### src/rtl/cv32e40px_rf_wb_arbiter.sv
// Register-file port B write-back arbiter. It arbitrates between LSU, FPU and X-interface
// with FPU/X round-robin and bounded LSU starvation, and drives one registered write per cycle.
module cv32e40px_rf_wb_arbiter #(
  parameter int unsigned ADDR_WIDTH   = 6,
  parameter int unsigned DATA_WIDTH   = 32,
  parameter int unsigned X_DUALWRITE  = 0,
  parameter int unsigned STARVE_LIMIT = 4
) (
  input  logic                                 clk,
  input  logic                                 rst,

  input  logic                                 lsu_valid_i,
  output logic                                 lsu_ready_o,
  input  logic [ADDR_WIDTH-1:0]                lsu_addr_i,
  input  logic [DATA_WIDTH-1:0]                lsu_data_i,

  input  logic                                 fpu_valid_i,
  output logic                                 fpu_ready_o,
  input  logic [ADDR_WIDTH-1:0]                fpu_addr_i,
  input  logic [DATA_WIDTH-1:0]                fpu_data_i,

  input  logic                                 x_valid_i,
  output logic                                 x_ready_o,
  input  logic [ADDR_WIDTH-1:0]                x_addr_i,
  input  logic [1:0][DATA_WIDTH-1:0]           x_data_i,
  input  logic                                 x_dual_i,

  output logic [ADDR_WIDTH-1:0]                waddr_b_o,
  output logic [X_DUALWRITE:0][DATA_WIDTH-1:0] wdata_b_o,
  output logic [X_DUALWRITE:0]                 we_b_o,

  output logic                                 pend_valid_o,
  output logic [ADDR_WIDTH-1:0]                pend_addr_o,
  output logic                                 err_dual_o
);

  localparam int unsigned NW  = X_DUALWRITE + 1;
  localparam int unsigned SCW = $clog2(STARVE_LIMIT + 1);

  typedef enum logic {RrFpu, RrX} rr_e;

  rr_e                           rr_q, rr_d;
  logic [SCW-1:0]                sc_q, sc_d;
  logic [ADDR_WIDTH-1:0]         waddr_q, waddr_d;
  logic [NW-1:0][DATA_WIDTH-1:0] wdata_q, wdata_d;
  logic [NW-1:0]                 we_q, we_d;
  logic                          err_q, err_d;

  logic       starved, other_valid, pick_x, dual_en;
  logic       lsu_gnt, fx_gnt, fpu_gnt, x_gnt;
  logic [1:0] we_full;

  assign other_valid = fpu_valid_i | x_valid_i;
  assign starved     = (sc_q == SCW'(STARVE_LIMIT));
  // X is the FPU/X candidate when it is the only one valid or it holds the round-robin turn.
  assign pick_x      = x_valid_i & (~fpu_valid_i | (rr_q == RrX));
  assign dual_en     = (X_DUALWRITE != 0) && x_dual_i;

  assign lsu_gnt = ~rst & lsu_valid_i & ~starved;
  assign fx_gnt  = ~rst & other_valid & ~lsu_gnt;
  assign fpu_gnt = fx_gnt & ~pick_x;
  assign x_gnt   = fx_gnt & pick_x;

  assign lsu_ready_o = lsu_gnt;
  assign fpu_ready_o = fpu_gnt;
  assign x_ready_o   = x_gnt;

  always_comb begin
    waddr_d = waddr_q;
    wdata_d = wdata_q;
    we_full = 2'b00;
    err_d   = 1'b0;
    if (lsu_gnt) begin
      waddr_d    = lsu_addr_i;
      wdata_d[0] = lsu_data_i;
      we_full    = 2'b01;
    end else if (fpu_gnt) begin
      waddr_d    = fpu_addr_i;
      wdata_d[0] = fpu_data_i;
      we_full    = 2'b01;
    end else if (x_gnt) begin
      waddr_d       = x_addr_i;
      wdata_d[0]    = x_data_i[0];
      // Collapses onto word 0 (same value) when dual write is disabled.
      wdata_d[NW-1] = x_data_i[NW-1];
      if (dual_en) begin
        if (x_addr_i[0]) begin
          we_full = 2'b01;
          err_d   = 1'b1;
        end else begin
          we_full = 2'b11;
        end
      end else begin
        we_full = 2'b01;
      end
    end
    // x0 is hardwired: drop word 0 when it targets address 0.
    if (waddr_d == '0) begin
      we_full[0] = 1'b0;
    end
    we_d = we_full[NW-1:0];
  end

  always_comb begin
    sc_d = sc_q;
    rr_d = rr_q;
    if (fx_gnt || !other_valid) begin
      sc_d = '0;
    end else if (lsu_gnt && !starved) begin
      sc_d = sc_q + SCW'(1);
    end
    if (fpu_gnt) begin
      rr_d = RrX;
    end else if (x_gnt) begin
      rr_d = RrFpu;
    end
  end

  always_ff @(posedge clk or posedge rst) begin
    if (rst) begin
      rr_q    <= RrFpu;
      sc_q    <= '0;
      waddr_q <= '0;
      wdata_q <= '0;
      we_q    <= '0;
      err_q   <= 1'b0;
    end else begin
      rr_q    <= rr_d;
      sc_q    <= sc_d;
      waddr_q <= waddr_d;
      wdata_q <= wdata_d;
      we_q    <= we_d;
      err_q   <= err_d;
    end
  end

  assign waddr_b_o    = waddr_q;
  assign wdata_b_o    = wdata_q;
  assign we_b_o       = we_q;
  assign err_dual_o   = err_q;
  assign pend_valid_o = |we_q;
  assign pend_addr_o  = waddr_q;

  logic unused_x;
  assign unused_x = ^{x_data_i, x_dual_i, we_full};

endmodule

### config.mk
export PLATFORM = sky130hd
export DESIGN_NAME = cv32e40px_rf_wb_arbiter
export DESIGN_NICKNAME = d
export VERILOG_FILES = /design/src/rtl/cv32e40px_rf_wb_arbiter.sv
export SDC_FILE = /design/constraint.sdc
export NUM_CORES = 1
export LEC_CHECK = 0
export BUFFER_PORTS_ARGS = -buffer_cell sky130_fd_sc_hd__buf_2
export CORE_MARGIN = 2
export CORE_UTILIZATION = 35
export CTS_CLUSTER_DIAMETER = 120
export CTS_CLUSTER_SIZE = 12
export DETAILED_ROUTE_END_ITERATION = 10
export GPL_TIMING_DRIVEN = 0
export PLACE_DENSITY_LB_ADDON = 0.15
export SLEW_MARGIN = 20
export SYNTH_ARGS = -nofsm -noshare
export SYNTH_HDL_FRONTEND = slang
export SYNTH_SLANG_ARGS = --single-unit
### constraint.sdc
create_clock -name clk -period 2.26 [get_ports clk]
set_input_delay 0.678 -clock clk [delete_from_list [all_inputs] [get_ports clk]]
set_output_delay 0.678 -clock clk [all_outputs]
set_load 0.05 [all_outputs]
Word-level counts from Yosys, hierarchy flattened
Index checks and enable logic that the tools add are counted.
- add/subtract/negate cells: 1
- $mul: 0
- div/mod/pow operators: 0
- $lt $le $gt $ge: 0
- eq/ne operators: 1
- shift-type cells: 0
- muxes and demuxes: 14
- bitwise operators: 14
- reduce and logical (&&, ||, !) cells: 8
- operator list (cell ; number):
    2-to-1 mux 32 bit ; 3
    2-to-1 mux 6 bit ; 3
    AND 1 bit ; 7
    logical NOT 6 bit ; 1
    2-to-1 mux 1 bit ; 6
    2-to-1 mux 3 bit ; 2
    inverter 1 bit ; 5
    nonzero test 2 bit ; 2
    adder 3 x 1 -> 3 bit (second input constant) ; 1
    equality test 3 bit (second input constant) ; 1
    nonzero test 3 bit ; 1
    logical NOT 1 bit ; 2
    OR 1 bit ; 2
    logical AND 1 bit ; 1
    logical OR 1 bit ; 1
- flip-flop bits (word level): 43
- latch bits: 0
- RAM bits: 0
- bits in read-only memories: 0
- input port bits: 152
- logic and storage cells: 43
- memories kept: 0

Depth between registers and ports, before layout
- depth after elaboration: 11
- mapped depth: 10
- mapped depth without buffers: 9

Worst setup path before layout
OpenSTA, ideal clock, no wires.
- path kind: input-to-output
- start point: input port rst
- end point: output port fpu_ready_o
- data arrival time: 2.028 ns
- data required time: 1.582 ns
- path slack: -0.446 ns
- stages on the path: 3
- path through: buf_4 a2111oi_4 clkbuf_1
- cells in the longest elaborated chain, start to end: 6
- elaborated cells on any way between the ends: 7
- ends and longest elaborated chain (element ; RTL line ; source):
    start, declared ; 10 ; input logic rst,
    inverter 1 bit (*) ; 59, 60 ;
    AND 1 bit (2 in series) ; 59 ; assign lsu_gnt = ~rst & lsu_valid_i & ~starved;
    inverter 1 bit ; 60 ; assign fx_gnt = ~rst & other_valid & ~lsu_gnt;
    AND 1 bit (*) ; 60 ;
    AND 1 bit (*) ; 61 ; assign fpu_gnt = fx_gnt & ~pick_x;
    end, declared ; 18 ; output logic fpu_ready_o,
Mark *: on every way between the ends. The rest lies on a longest branch, timed or not.

Worst setup path in the final report
- start point: register sc_q[0]
- end point: output port fpu_ready_o
- cells in the longest elaborated chain, start to end: 6
- ends and longest elaborated chain (element ; RTL line ; source):
    start, declared ; 43 ; logic [SCW-1:0] sc_q, sc_d;
    start signal, assigned ; 122 ; sc_q <= '0;
    start signal, assigned ; 129 ; sc_q <= sc_d;
    equality test 3 bit ; 54 ; assign starved = (sc_q == SCW'(STARVE_LIMIT));
    inverter 1 bit ; 59 ;
    AND 1 bit ; 59 ;
    inverter 1 bit ; 60 ;
    AND 1 bit ; 60 ;
    AND 1 bit ; 61 ;
No other way between the ends.

==> results.json <==
{
  "max_freq_ghz": 0.404,
  "worstPathArrival_ps": 1800,
  "hpwl_um": 5910,
  "fin_crit_sh_pct": 109,
  "start_util_pct": 35.6,
  "status": "finished, violations left",
  "slowest_delay_ps": 400,
  "p_per_area_nw_per_um2": 708,
  "setup_viol": 2,
  "timing.final.max_slew_violations": 0,
  "cp_slowest_cell": "dfrtp_1",
  "synth_top_flop_cell": "dfrtp_1",
  "drc": 0,
  "synth_mux_area_share_pct": 8.37,
  "rsz0062_at_grt": "yes",
  "ys_ff_latch": 43,
  "synthXorXnorAreaFrac_pct": 0,
  "drv_cap": 0,
  "ir_drop_mv": 0.283,
  "gp_congestion": 0.801,
  "grt_max_degree": 34,
  "synth_fa_ha_area_share_pct": 1.05,
  "fin_skew_ps": 9.64,
  "vias_per_cell": 5.03,
  "critPathKind": "flop to output pin",
  "synthSimpleGateAreaFrac_pct": 16.5,
  "grt_pass1_vias": 2503,
  "diodes": 0,
  "track_usage_pct": 21.0,
  "top_layer": "met4",
  "period_needed_ps": 2470,
  "grt_overflow": 0,
  "fin_total_pwr_mw": 2.58,
  "finalWirelength_um": 7790,
  "worstPathMaxFanout": 7,
  "synth_cell_types": 35,
  "hold_class": "primary input to asynchronous set/reset pin",
  "place_ws_ps": -652,
  "final_cell_area_um2": 3640,
  "clkTransAtPathRegs_ps": 90,
  "cp_cell_sequence": "inv_2, ha_4, a21boi_4, buf_4, a2111oi_4, clkbuf_8, buf_8",
  "clockRootBuffer": "clkbuf_8",
  "violations": "negative setup slack",
  "wl_met1_um": 3370,
  "synth_compound_area_share_pct": 20.8,
  "max_slew_margin_pct": 61.0,
  "drt_iter0_drc": 109,
  "dieArea_um2": 7510,
  "post_dp_cell_area_um2": 3380,
  "insertion_delay_ps": 300,
  "wl_per_cell_um": 14.7,
  "startpoint_type": "flop",
  "leakagePower_nw": 1.92,
  "tightestPinTransition_ps": 585,
  "core_um2": 6720,
  "final_cells": 529,
  "yosys_warnings": 0,
  "fin_util_pct": 54.2,
  "crit_family": "buffers and inverters",
  "hold_viol": 0,
  "ant_nets": 0,
  "drive_above_1_share_pct": 48.8,
  "die_w_um": 86.7,
  "first_pass_iters": 5,
  "cts_tree": "done",
  "die_height_um": 86.7,
  "synthesis.nets": 419,
  "async_reset_ff_share_pct": 100,
  "clock-sinks": 43,
  "nets": 602,
  "setup_slack_ps": -215,
  "grt_pass1_wl_um": 12300,
  "crit_path_end_kind": "output pin",
  "synth_area_um2": 2390,
  "ys_seq_area_share_pct": 45.0,
  "io_pins": 202,
  "synth_top_family_by_area": "compound AO/OA/AOI/OAI gates",
  "synth_edf_count": 0,
  "vias": 2659,
  "wl_met2_um": 3800,
  "worstPathRequired_ps": 1580,
  "cts-buffers-inserted": 5,
  "avgSynthCellArea_um2": 9.02,
  "cts_max_level": 2,
  "rows": 30,
  "cts_buffer_depth": 2,
  "port_buffers": 166,
  "area_growth_pct": 52.3,
  "antenna_found_initial": 0,
  "dp.cells": 512,
  "cp_num_buf_inv": 4,
  "syn_inst": 265,
  "dr_wl_met3_um": 548
}
## state kept, by name, summed over array words and instances, names as in the netlist
signal        cells
wdata_b_o        32
sc_q              3
pend_addr_o       6
pend_valid_o      1
rr_q              1
## path summary, 6_finish.rpt
path                       cells past startpoint         start        endpoint  slack (ps)
min in group clk                               2  wdata_b_o[2]    wdata_b_o[2]         490
min                                            2           rst  pend_addr_o[4]         380
min reg2reg                                    2  wdata_b_o[2]    wdata_b_o[2]         490
max in group asynchronous                      3           rst    pend_valid_o        1420
max reg2reg                                   11       sc_q[0]   wdata_b_o[24]          70
max                                            7       sc_q[0]     fpu_ready_o        -210
## placed cells by master (no fill, tap or decap), types with 5 or more instances in the layout
cell type	netlist	routed
mux2i_1	20	20
a21oi_1	18	18
buf_2	5	165
dfrtp_1	43	43
buf_4	10	21
nor2_1	28	28
clkbuf_8	0	6
nand2_1	55	55
o21ai_1	16	16
buf_12	0	5
inv_1	9	6
a222oi_1	16	16
o21ai_0	5	5
clkbuf_1	7	6
## timing repair
action / CTS / global route
hold buffers: 0 / 0
cloned: 0 / 0
resized for setup: 20 / 3
endpoints found under the hold margin: 0 / 0
pin swaps: 4 / 5
buffers inserted: 6 / 7
setup endpoints to repair: 18 / 9
## metal layers
metal	global-route usage, %	vias up
met5	0	-
met4	5.11	0
met3	4.48	7
met2	35.6	118
met1	27.3	1248
li1	-	1286
## logic make-up after synthesis
| family | after synthesis |
|---|---|
| other | 1 |
| buffers and inverters | 36 |
| and+or+nand+nor | 94 |
| adders and majority gates | 2 |
| AOI/OAI and AO/OA | 69 |
| DFF | 43 |
| muxes | 20 |
## through the flow
stage          hold slack [ps]  TNS [ps]
3_3_place_gp               463    -12140
2_1_floorplan              530      -213
4_1_cts                    385      -376
3_5_place_dp               473     -5800
6_report                   379      -414
5_1_grt                    396      -630
## synthesized netlist by cell type, types with 2 or more instances
cell type	count	area share, %
buf_4	10	3.1
o21ai_1	16	3.3
mux2i_1	20	8.4
buf_2	5	1.0
dfrtp_1	43	45
buf_6	2	0.94
clkbuf_1	7	1.1
inv_1	9	1.4
nand3_1	2	0.42
o211ai_1	4	1.3
a222oi_1	16	6.7
inv_2	2	0.31
nand2_1	55	8.6
nor2_1	28	4.4
nor2b_1	2	0.52
o21ai_0	5	1.0
a22oi_1	3	0.94
ha_1	2	1.0
a21oi_1	18	3.8
## power by group
part / leakage [nW] / internal (mW) / switching [mW]
registers: 0.533 / 0.872 / 0.0623
logic: 1.33 / 0.325 / 0.708
clock network: 0.0581 / 0.329 / 0.283
total: 1.92 / 1.53 / 1.05
## final cells by class
class                           instances  area (µm²)
Timing Repair Buffer                  179         976
Buffer                                 22         185
Fill cell                             666        3080
Clock buffer                            5        68.8
Multi-Input combinational cell        186        1150
Tap cell                               80         100
Sequential cell                        43        1080
Clock inverter                          3        43.8
Inverter                               11        43.8
No activity file was read; power rests on OpenSTA's default activity.
